--- src/rtl/alu_serial_ctrl.sv ---
// Bit-serial sequencer driving an external 1-bit ALU slice over WIDTH cycles.
// Latency: start accepted at edge T -> busy cycles T..T+WIDTH-1, done pulse in cycle T+WIDTH.
// Backpressure: none; start is ignored while busy, and a start held in DONE chains the next op.
module alu_serial_ctrl #(
    parameter int WIDTH = 8
) (
    input  logic             clk,
    input  logic             reset,
    input  logic             start,
    input  logic [WIDTH-1:0] a,
    input  logic [WIDTH-1:0] b,
    input  logic [2:0]       op,
    output logic             busy,
    output logic             done,
    output logic [WIDTH-1:0] result,
    output logic             carry_out,
    output logic             overflow,
    output logic             zero,
    output logic             slice_a,
    output logic             slice_b,
    output logic             slice_binvert,
    output logic             slice_cin,
    output logic [2:0]       slice_op,
    input  logic             slice_result,
    input  logic             slice_cout
);

    localparam int CW = $clog2(WIDTH);
    localparam logic [CW-1:0] LAST_BIT = CW'(WIDTH - 1);

    localparam logic [2:0] OP_AND  = 3'b000;
    localparam logic [2:0] OP_OR   = 3'b001;
    localparam logic [2:0] OP_NAND = 3'b011;
    localparam logic [2:0] OP_NOR  = 3'b100;
    localparam logic [2:0] OP_SUB  = 3'b110;

    typedef enum logic [1:0] {
        S_IDLE = 2'd0,
        S_RUN  = 2'd1,
        S_DONE = 2'd2
    } state_t;

    state_t           state_q, state_d;
    logic [WIDTH-1:0] a_q, a_d;
    logic [WIDTH-1:0] b_q, b_d;
    logic [2:0]       op_q, op_d;
    logic [CW-1:0]    cnt_q, cnt_d;
    logic             carry_q, carry_d;
    logic [WIDTH-1:0] acc_q, acc_d;
    logic [WIDTH-1:0] result_q, result_d;
    logic             cout_q, cout_d;
    logic             ovf_q, ovf_d;
    logic             zero_q, zero_d;

    logic [WIDTH-1:0] assembled;
    logic             is_arith;
    logic             accept;

    // Result bits arrive LSB first, so each new bit enters at the top.
    assign assembled = {slice_result, acc_q[WIDTH-1:1]};

    always_comb begin
        is_arith = 1'b1;
        case (op_q)
            OP_AND, OP_OR, OP_NAND, OP_NOR: is_arith = 1'b0;
            default:                        is_arith = 1'b1;
        endcase
    end

    always_comb begin
        state_d  = state_q;
        a_d      = a_q;
        b_d      = b_q;
        op_d     = op_q;
        cnt_d    = cnt_q;
        carry_d  = carry_q;
        acc_d    = acc_q;
        result_d = result_q;
        cout_d   = cout_q;
        ovf_d    = ovf_q;
        zero_d   = zero_q;
        accept   = 1'b0;

        case (state_q)
            S_IDLE: begin
                accept = start;
            end
            S_RUN: begin
                a_d     = a_q >> 1;
                b_d     = b_q >> 1;
                acc_d   = assembled;
                carry_d = slice_cout;
                cnt_d   = cnt_q + CW'(1);
                if (cnt_q == LAST_BIT) begin
                    state_d  = S_DONE;
                    result_d = assembled;
                    zero_d   = (assembled == '0);
                    // carry_q here is the carry into the MSB, so XOR with carry out flags signed overflow.
                    cout_d   = is_arith ? slice_cout : 1'b0;
                    ovf_d    = is_arith ? (slice_cout ^ carry_q) : 1'b0;
                end
            end
            S_DONE: begin
                state_d = S_IDLE;
                accept  = start;
            end
            default: begin
                state_d = S_IDLE;
            end
        endcase

        if (accept) begin
            state_d = S_RUN;
            a_d     = a;
            b_d     = b;
            op_d    = op;
            cnt_d   = '0;
            carry_d = (op == OP_SUB);
            acc_d   = '0;
        end
    end

    always_ff @(posedge clk) begin
        if (reset) begin
            state_q  <= S_IDLE;
            a_q      <= '0;
            b_q      <= '0;
            op_q     <= 3'b000;
            cnt_q    <= '0;
            carry_q  <= 1'b0;
            acc_q    <= '0;
            result_q <= '0;
            cout_q   <= 1'b0;
            ovf_q    <= 1'b0;
            zero_q   <= 1'b0;
        end else begin
            state_q  <= state_d;
            a_q      <= a_d;
            b_q      <= b_d;
            op_q     <= op_d;
            cnt_q    <= cnt_d;
            carry_q  <= carry_d;
            acc_q    <= acc_d;
            result_q <= result_d;
            cout_q   <= cout_d;
            ovf_q    <= ovf_d;
            zero_q   <= zero_d;
        end
    end

    assign busy          = (state_q == S_RUN);
    assign done          = (state_q == S_DONE);
    assign result        = result_q;
    assign carry_out     = cout_q;
    assign overflow      = ovf_q;
    assign zero          = zero_q;
    assign slice_a       = busy ? a_q[0] : 1'b0;
    assign slice_b       = busy ? b_q[0] : 1'b0;
    assign slice_cin     = busy ? carry_q : 1'b0;
    assign slice_op      = op_q;
    assign slice_binvert = (op_q == OP_SUB);

endmodule

--- config.mk ---
export PLATFORM = sky130hd
export DESIGN_NAME = alu_serial_ctrl
export DESIGN_NICKNAME = d
export VERILOG_FILES = /design/src/rtl/alu_serial_ctrl.sv
export SDC_FILE = /design/constraint.sdc
export NUM_CORES = 1
export LEC_CHECK = 0
export CORE_MARGIN = 8
export CORE_UTILIZATION = 25
export DETAILED_ROUTE_END_ITERATION = 7
export HOLD_SLACK_MARGIN = 0.08
export PLACE_DENSITY = 0.51
export SYNTH_ARGS = -nofsm -noshare
export SYNTH_HDL_FRONTEND = slang
export SYNTH_SLANG_ARGS = --single-unit
--- constraint.sdc ---
create_clock -name clk -period 2.2 [get_ports clk]
set_input_delay 0.33 -clock clk [delete_from_list [all_inputs] [get_ports clk]]
set_output_delay 0.33 -clock clk [all_outputs]
set_load 0.02 [all_outputs]
==> After elaboration in Yosys (flattened, before gate mapping) <==
Cells that the tools add are included.
{ "totals": {"mem_bits_rw": 0, "ff_bits": 44, "memories": 0, "latchBits": 0, "out_inout_bits": 20, "word_cells": 51, "inputBits": 24, "rom_bits": 0} }
{ "op_classes": {"mux": 15, "n_addsub": 1, "shifts": 0, "div_mod_pow": 0, "n_reduce_logical": 10, "magnitude_cmp": 0, "mul": 0, "n_bitwise": 2, "eq_ne": 11} }
{ "ops": {"columns": ["op", "n"], "rows": [
  ["8-bit 2-to-1 mux", 4],
  ["3-bit equality test, second input constant", 4],
  ["1-bit 2-to-1 mux", 9],
  ["8-bit zero test", 1],
  ["2-bit AND reduction", 3],
  ["2-bit one-hot mux with 2 select lines", 1],
  ["2-bit OR reduction", 2],
  ["4-bit OR reduction", 1],
  ["3-bit by 1-bit adder with 3-bit output, second input constant", 1],
  ["3-bit by 1-bit equality test with 1-bit output, second input constant", 1],
  ["3-bit by 2-bit equality test with 1-bit output, second input constant", 1],
  ["3-bit zero test", 1],
  ["3-bit by 1-bit inequality test with 1-bit output, second input constant", 1],
  ["2-bit by 1-bit equality test with 1-bit output, second input constant", 1],
  ["2-bit equality test, second input constant", 1],
  ["2-bit zero test", 1],
  ["2-bit 2-to-1 mux", 1],
  ["2-bit by 1-bit inequality test with 1-bit output, second input constant", 1],
  ["2-bit inequality test, second input constant", 1],
  ["2-bit nonzero test", 1],
  ["1-bit NOT", 1],
  ["1-bit bitwise XOR", 1]
]} }

==> Longest topological paths before layout <==
Gate-level depths: netlist (run 1).
{ "depth": {"word_depth": 5, "ltp_mapped": 6, "mapped_depth_nobuf": 5} }

==> Worst setup path after synthesis (run 1) <==
Ideal clock, no wire load.
{ "synth_path": {"path_kind": "reg-to-output", "from": "register state_q[1]", "to": "output slice_a", "n_path_buf": 2, "arrival_ps": 1093, "required_time_ps": 1870, "stages_incl_launch_ff": 6, "setup_slack_ps": 777, "cell_sequence": "dfxtp_1 > nand2b_1 > buf_6 > clkinv_4 > buf_2 > and2_1"} }
{ "synth_via": {"elab_chain_cells": 2} }
{ "synth_lines": {"columns": ["item", "line", "text"], "rows": [
  ["start: declaration", "43", "state_t state_q, state_d;"],
  ["start signal: assignment", "137", "state_q <= state_d;"],
  ["2-bit by 1-bit equality test with 1-bit output", "151", "assign busy = (state_q == S_RUN);"],
  ["named net busy", "13", "output logic busy,"],
  ["1-bit 2-to-1 mux", "157", "assign slice_a = busy ? a_q[0] : 1'b0;"],
  ["end: declaration", "19", "output logic slice_a,"]
]} }
The timed path passes the listed nets, and every way through them passes these cells.

==> Worst setup path in the final report (run 1) <==
{ "layout_path": {"from": "register state_q[1]", "to": "output slice_b"} }
{ "layout_via": {"elab_chain_cells": 2} }
{ "layout_lines": {"columns": ["item", "line", "text"], "rows": [
  ["2-bit by 1-bit equality test with 1-bit output", "151", null],
  ["1-bit 2-to-1 mux", "158", "assign slice_b = busy ? b_q[0] : 1'b0;"],
  ["end: declaration", "20", "output logic slice_b,"]
]} }
Every way passes these cells.

==> results.txt, run 1 <==
total wire length = 4414 um
Final Critical Period = 2050 ps
Congestion Overflow GR = 0
top cell type by total area after synthesis = dfxtp_1
overall global routing resource usage = 9.041%
Yosys warnings = 0
WL met1 = 2150 um
most frequent cells in the layout = 50 x nand2_1, 43 x dfxtp_1, 43 x clkdlybuf4s50_1
commonest non-fill, non-tap cell in the layout = nand2_1
buffers inserted during post-CTS setup optimization = 0
sequential fraction of the synthesis area = 48.04%
length of routed met3 wiring = 284 um
leakage power = 0.8349 nW
Clock Path Buffers = 2
final clock period utilization by the worst path = 93.20%
Synthesized Nets = 235
vias per cell = 4.431
area share of the largest cell type after synthesis = 48.04%
clock transition at the registers of the reported paths = 90 ps
gpl congestion = 0.6978
Crit. End Element = output port
maxcap violations = 0
Finished Cell Area = 2406 um^2
cell at the root of the clock tree = clkbuf_8
worst-path fanout max = 10
DRC violation count after routing = 0
die height = 100.7 um
post-synthesis instance area = 1792 um^2
clock buffers created by TritonCTS = 5
Worst Path Required = 1870 ps
row count = 31
area growth from synthesis to layout = 34.29%
unrepaired setup endpoints after global routing = no
Avg WL per Cell = 12.68 um
Inserted Diodes = 0
type of the worst setup path = register to output port
max-slew violation count = 0
CP Data Arrival Time = 1720 ps
HPWL after detailed placement = 3044 um
via count of the first global-routing pass = 1555
leading post-synthesis cells by cell area = dfxtp_1 48%, nand2_1 10%, a21oi_1 6.7%
die area = 10130 um^2
Worst Hold Slack = 452.7 ps
number of antenna violations at the first check in global routing = 0
post-layout util = 33.90%
pwr dens = 703.9 nW/um^2
final setup violation count = 0
first-pass GRT wire length = 7369 um
multi-input combinational cell area = 799.5 um^2
initial cell density of the core = 25.24%
instance area after placement = 2282 um^2
Peak Freq = 487.7 MHz
total number of vias = 1542
drt first pass iters = 4
Critical Path Start Type = register
library cells used by synthesis = 33
Initial DRC Count = 93
TritonCTS clock tree = done
clock insertion delay at the later pin of the skew report = 300 ps
number of buffers inserted by port buffering = 43
met2 layer wire length in the routed design = 1909 um
status = completed
number of hold violations in the final report = 0
area of the placeable core = 7098 um^2
flop2flop setup slack = 740 ps
share of cells above drive strength 1 = 11.24%
worst relative slew slack = 67.50%
die width = 100.7 um
post-detailed-route count of antenna-violating nets = 0
post-layout total power = 1.694 mW
final net count = 274
Filler Cell Count = 755
total negative slack = 0 ps
highest routed metal layer = met4
maximum ir drop on the vdd rail = 0.3198 mV
worst min path class = register to register
flip-flop and latch count after synthesis = 43
synthesized area per cell = 8.573 um^2
number of top-level pins = 44
sink count of the clock tree = 43
number of H-tree levels = 2
number of standard cells after synthesis = 209
maximum number of pins on one net before global-route repair = 26
register area = 860.8 um^2
transition at the pin with the smallest max-transition slack = 486.0 ps
Setup Skew = 13.20 ps
==> worst max-delay path, cell delays in order, from the launching register on <==
cell,delay [ps]
dfxtp_1,330
nand2b_2,230
clkinv_4,110
and2_1,150
clkdlybuf4s50_1,600
==> area by class of cell <==
type | count | area share, %
multi-input combinational | 146 | 33.23
tap | 99 | 5.148
timing repair buffer | 49 | 20.28
clock buffer | 5 | 2.860
inverter | 2 | 0.5200
timing repair inverter | 1 | 0.2080
sequential | 43 | 35.78
clock inverter | 3 | 1.976
==> cells by family (layout without fill, tap and decap cells) <==
group                      after synthesis  in the layout  synth area share, %
xor gates and xnor gates                 2              2               0.9778
adders and majority gates                2              2                1.396
AOI/OAI and AO/OA                       41             41                15.36
buffers and inverters                   20             60                7.471
and+or+nand+nor                         98             98                25.00
DFF                                     43             43                48.04
muxes                                    3              3                1.746
==> Yosys cell counts (all sizes together) <==
library cell  number
nor2b              1
nor2               8
inv                1
mux2i              2
and2               3
clkbuf             5
nor3              18
o22ai              8
nor4               2
nand3b             1
and3b              2
o21a               1
a311oi             6
nand2b             3
clkinv             1
and2b              1
mux2               1
xnor2              1
buf               13
nand3              4
ha                 2
a31oi              1
dfxtp             43
a22oi              1
nand2             55
a21oi             24
xor2               1
==> through the flow <==
step	cells	worst slack (ps)
after floorplan	209	777.2
after global placement	339	444.0
after detailed placement	339	415.3
after CTS	347	77.96
after global routing	348	49.81
final	348	149.6
==> metal layers <==
metal	vias up	GRT usage [%]
li1	783	-
met1	707	11.56
met2	46	13.86
met3	6	2.693
met4	0	3.488
met5	-	0
==> worst paths after layout <==
| check | start | endpoint | depth (start not counted) |
|---|---|---|---|
| worst max register to register | cnt_q[0] | result[6] | 5 |
| worst min register to register | overflow | overflow | 2 |
| worst max-delay path | state_q[1] | slice_b | 4 |
| worst min-delay path | overflow | overflow | 2 |
==> state kept, by name, summed over array words and instances (netlist names) <==
name and flops:
a_q 8, b_q 8, result 8, acc_q 7, cnt_q 3, zero 1
overflow 1, carry_q 1, state_q 2, slice_op 3, carry_out 1
==> power by group <==
part	switching [mW]	total [mW]	internal, mW
clock	0.283	0.627	0.344
combinational	0.118	0.230	0.111
sequential	0.0230	0.837	0.814
==> timing repair <==
item,in CTS,in global routing
setup endpoints to repair,0,3
hold buffers,0,0
resized for setup,0,1
Note: power is estimated with default switching activity, not from simulation.
==> run 2, diff against run 1 <==
--- a/config.mk
+++ b/config.mk
@@ -5,11 +5,13 @@
 export SDC_FILE = /design/constraint.sdc
 export NUM_CORES = 1
 export LEC_CHECK = 0
+export CELL_PAD_IN_SITES_DETAIL_PLACEMENT = 1
+export CELL_PAD_IN_SITES_GLOBAL_PLACEMENT = 1
 export CORE_MARGIN = 8
 export CORE_UTILIZATION = 25
 export DETAILED_ROUTE_END_ITERATION = 7
 export HOLD_SLACK_MARGIN = 0.08
-export PLACE_DENSITY = 0.51
+export PLACE_DENSITY = 0.63
 export SYNTH_ARGS = -nofsm -noshare
 export SYNTH_HDL_FRONTEND = slang
 export SYNTH_SLANG_ARGS = --single-unit
==> run 2 against run 1 <==
Against the previous run: largest cell class unchanged; combinational power barely moved; fmax fell by 0.90%; highest routed layer unchanged; register-to-register slack got worse by 50 ps; die area did not move; global-route usage rose by 0.46 points; first-iteration DRC count fell by 51%; flip-flop and latch count did not move; critical path depth did not move.
==> results.txt, run 2 (same netlist as run 1, synthesis figures left out) <==
Clock Path Buffers = 2
Initial DRC Count = 46
clock insertion delay at the later pin of the skew report = 290 ps
multi-input combinational cell area = 799.5 um^2
register area = 860.8 um^2
via count of the first global-routing pass = 1599
maximum number of pins on one net before global-route repair = 26
total number of vias = 1557
first-pass GRT wire length = 7721 um
final net count = 274
share of cells above drive strength 1 = 10.84%
count of placed standard cells in the final layout, fillers left out = 348
Final Critical Period = 2069 ps
DRC violation count after routing = 0
die area = 10130 um^2
transition at the pin with the smallest max-transition slack = 541.4 ps
CP Data Arrival Time = 1740 ps
maxcap violations = 0
Peak Freq = 483.3 MHz
leakage power = 0.8123 nW
status = completed
pwr dens = 657.4 nW/um^2
HPWL after detailed placement = 3323 um
die height = 100.7 um
number of top-level pins = 44
total negative slack = 0 ps
die width = 100.7 um
post-layout total power = 1.553 mW
Inserted Diodes = 0
post-placement cell count = 339
Avg WL per Cell = 13.82 um
TritonCTS clock tree = done
unrepaired setup endpoints after global routing = no
most frequent cells in the layout = 50 x nand2_1, 43 x dfxtp_1, 43 x clkdlybuf4s50_1
Worst Reg2Reg Path Length in Cells = 5
row count = 31
number of antenna violations at the first check in global routing = 0
number of buffers inserted by port buffering = 43
number of hold violations in the final report = 0
area of the placeable core = 7098 um^2
cell depth of the worst min-delay path = 2
Worst Path Required = 1870 ps
final setup violation count = 0
number of H-tree levels = 2
Filler Cell Count = 848
type of the worst setup path = register to output port
worst-path fanout max = 11
worst min path class = register to register
post-detailed-route count of antenna-violating nets = 0
Setup Skew = 4.481 ps
cts hold-fix bufs = 0
Crit. End Element = output port
buffers inserted during post-CTS setup optimization = 0
Congestion Overflow GR = 0
gpl congestion = 0.6870
drt first pass iters = 4
Critical Path Start Type = register
total wire length = 4811 um
max-slew violation count = 0
initial cell density of the core = 25.24%
area growth from synthesis to layout = 31.84%
commonest non-fill, non-tap cell in the layout = nand2_1
final clock period utilization by the worst path = 94.04%
overall global routing resource usage = 9.504%
count of cells resized by post-cts repair = 0
sink count of the clock tree = 43
worst relative slew slack = 63.79%
clock transition at the registers of the reported paths = 80 ps
cell at the root of the clock tree = clkbuf_8
maximum ir drop on the vdd rail = 0.1842 mV
vias per cell = 4.474
clock buffers created by TritonCTS = 5
## run 2: cell types whose count changed in the layout (fill, tap and decap cells not counted), sizes merged
cell and delta:
bufinv -1, clkbuf +1, clkinvlp +1, inv -1
## run 2: power by group
| part | internal [mW] | switching (mW) | total (mW) |
|---|---|---|---|
| Clock | 0.222 | 0.264 | 0.486 |
| Sequential | 0.814 | 0.0239 | 0.838 |
| Combinational | 0.108 | 0.122 | 0.229 |
| Total | 1.14 | 0.409 | 1.55 |
## run 2: per-layer routing
layer,share of wire (%),track usage (%),vias up
met5,0,0,-
met4,0.96,3.837,0
met3,6.4,3.039,2
met2,45,14.82,31
met1,48,11.75,737
li1,-,-,787
## run 2: area by class of cell
type	count	share of cell area, %
well taps	99	5.244
multi-input cells	146	33.85
clock buffers	6	3.072
flip-flops and latches	43	36.44
clock inverters	2	0.5297
repair buffers	49	20.13
repair inverters	1	0.2119
inverters	2	0.5297
## run 2: through the flow
stage / setup slack (ps) / instance area, um^2 / utilization [%] / hold slack [ps]
after detailed placement: 367.2 / 2270 / 31.98 / 447.4
after global placement: 413.0 / 2270 / 31.98 / 446.6
final: 131.1 / 2362 / 33.28 / 455.0
after CTS: 31.37 / 2355 / 33.17 / 459.0
after floorplan: 777.2 / 1792 / - / 440.0
after global routing: 17.36 / 2362 / 33.28 / 480.7
## run 2: final timing paths
path / slack, ps / endpoint / startpoint
setup / recovery: 130 / slice_b / state_q[0]
hold / removal: 450 / carry_out / carry_out
setup reg to reg: 690 / result[3] / cnt_q[0]
hold reg to reg: 450 / carry_out / carry_out
## run 2: worst max-delay path, stage by stage (launching register included)
cell and delay [ps]:
dfxtp_1 420, nand2b_2 130, clkinv_4 140, and2_1 150, clkdlybuf4s50_1 600
==> run 3, diff against run 2 <==
==> constraint.sdc (replaced) <==
create_clock -name clk -period 2.2 [get_ports clk]
set_input_delay 0.33 -clock clk [delete_from_list [all_inputs] [get_ports clk]]
set_output_delay 0.33 -clock clk [all_outputs]
set_load 0.01 [all_outputs]
==> run 3 against run 2 <==
Against the previous run: first-iteration DRC count up 22%; non-clock buffer count unchanged; worst hold slack better by 0.77 ps; critical endpoint unchanged; critical path type unchanged; design area down 0.32%; combinational power down 5%.
==> results.txt, run 3 (same netlist as run 1, synthesis figures left out) <==
Worst Reg2Reg Path Length in Cells = 5
via count of the first global-routing pass = 1650
number of H-tree levels = 2
drt first pass iters = 4
first-pass GRT wire length = 7852 um
critical path cell sequence = nand2b_1, clkinv_4, and2_1, clkdlybuf4s50_1
number of antenna violations at the first check in global routing = 0
clock insertion delay at the later pin of the skew report = 290 ps
total negative slack = 0 ps
post-detailed-route count of antenna-violating nets = 0
max-slew violation count = 0
Final Critical Period = 2007 ps
Initial DRC Count = 56
final setup violation count = 0
HPWL after detailed placement = 3308 um
Worst Path Required = 1870 ps
transition at the pin with the smallest max-transition slack = 516.6 ps
TritonCTS clock tree = done
number of buffers inserted by port buffering = 43
DRC violation count after routing = 0
Crit. End Element = output port
most frequent cells in the layout = 50 x nand2_1, 43 x dfxtp_1, 43 x clkdlybuf4s50_1
initial cell density of the core = 25.24%
stage delay of the slowest cell on the critical path = 480 ps
final clock period utilization by the worst path = 91.24%
maximum number of pins on one net before global-route repair = 26
maxcap violations = 0
Max stage delay cell, worst path = clkdlybuf4s50_1
total number of vias = 1560
worst relative slew slack = 65.46%
area growth from synthesis to layout = 31.42%
crit path capture = slice_b
post-layout util = 33.17%
total wire length = 4559 um
cts hold-fix bufs = 0
post-placement cell count = 339
Congestion Overflow GR = 0
launch point of the worst path = state_q[1]
gpl congestion = 0.6878
CP Data Arrival Time = 1680 ps
area of the placeable core = 7098 um^2
unrepaired setup endpoints after global routing = no
Inserted Diodes = 0
die area = 10130 um^2
maximum ir drop on the vdd rail = 0.2495 mV
clock buffers created by TritonCTS = 5
count of placed standard cells in the final layout, fillers left out = 347
worst flop-to-flop path endpoint = result[1]
vias per cell = 4.496
status = completed
post-layout total power = 1.541 mW
Critical Path Start Type = register
clock transition at the registers of the reported paths = 80 ps
buffers inserted during post-CTS setup optimization = 0
Setup Skew = 5.736 ps
final net count = 273
Avg WL per Cell = 13.14 um
die width = 100.7 um
FF-to-FF Start = cnt_q[0]
overall global routing resource usage = 9.514%
commonest non-fill, non-tap cell in the layout = nand2_1
die height = 100.7 um
row count = 31
sink count of the clock tree = 43
Peak Freq = 498.2 MHz
cell at the root of the clock tree = clkbuf_8
type of the worst setup path = register to output port
worst-path fanout max = 19
number of hold violations in the final report = 0
Clock Path Buffers = 2
flop2flop setup slack = 730 ps
worst min path class = register to register
leakage power = 0.8069 nW
number of top-level pins = 44
pwr dens = 654.4 nW/um^2
count of cells resized by post-cts repair = 0
share of cells above drive strength 1 = 10.08%
[run 3: worst min-delay path by stage]
stage                         from       end  slack (ps)  cells past startpoint
after floorplan           cnt_q[1]  cnt_q[1]         440                      2
after global placement    overflow  overflow         450                      2
after detailed placement  overflow  overflow         450                      2
after CTS                 overflow  overflow         460                      2
after global routing      overflow  overflow         470                      2
final                     overflow  overflow         460                      2
[run 3: worst max-delay path: cells and delay by family (launching register included)]
family,cells,cell delay [ps]
flops,1,350
buf+inv,2,650
simple gates,2,390
[run 3: per-stage QoR]
stage | worst slack, ps | hold WS [ps] | area, um^2
final | 192.8 | 455.7 | 2355
after global routing | 59.80 | 472.8 | 2355
after CTS | 150.6 | 462.3 | 2355
after global placement | 444.3 | 446.3 | 2270
after detailed placement | 392.4 | 450.3 | 2270
after floorplan | 886.7 | 440.0 | 1792
[run 3: cell type report]
type | count | area [um^2]
Tap cell | 99 | 123.9
Clock buffer | 6 | 72.57
Clock inverter | 2 | 12.51
Timing Repair Buffer | 49 | 475.5
Sequential cell | 43 | 860.8
Multi-Input combinational cell | 146 | 797.0
Inverter | 2 | 12.51
Fill cell | 840 | 4743
[run 3: where the power goes]
part | internal [mW] | total (mW) | leakage (nW) | switching (mW)
logic | 0.107 | 0.217 | 0.415 | 0.110
registers | 0.814 | 0.837 | 0.351 | 0.0234
clock network | 0.222 | 0.487 | 0.0412 | 0.265
[run 3: layer usage]
metal	wire, um	vias up	track usage [%]
li1	-	788	-
met1	2228	730	11.62
met2	2060	37	15.84
met3	213	5	2.348
met4	56	0	3.140
met5	0	-	0
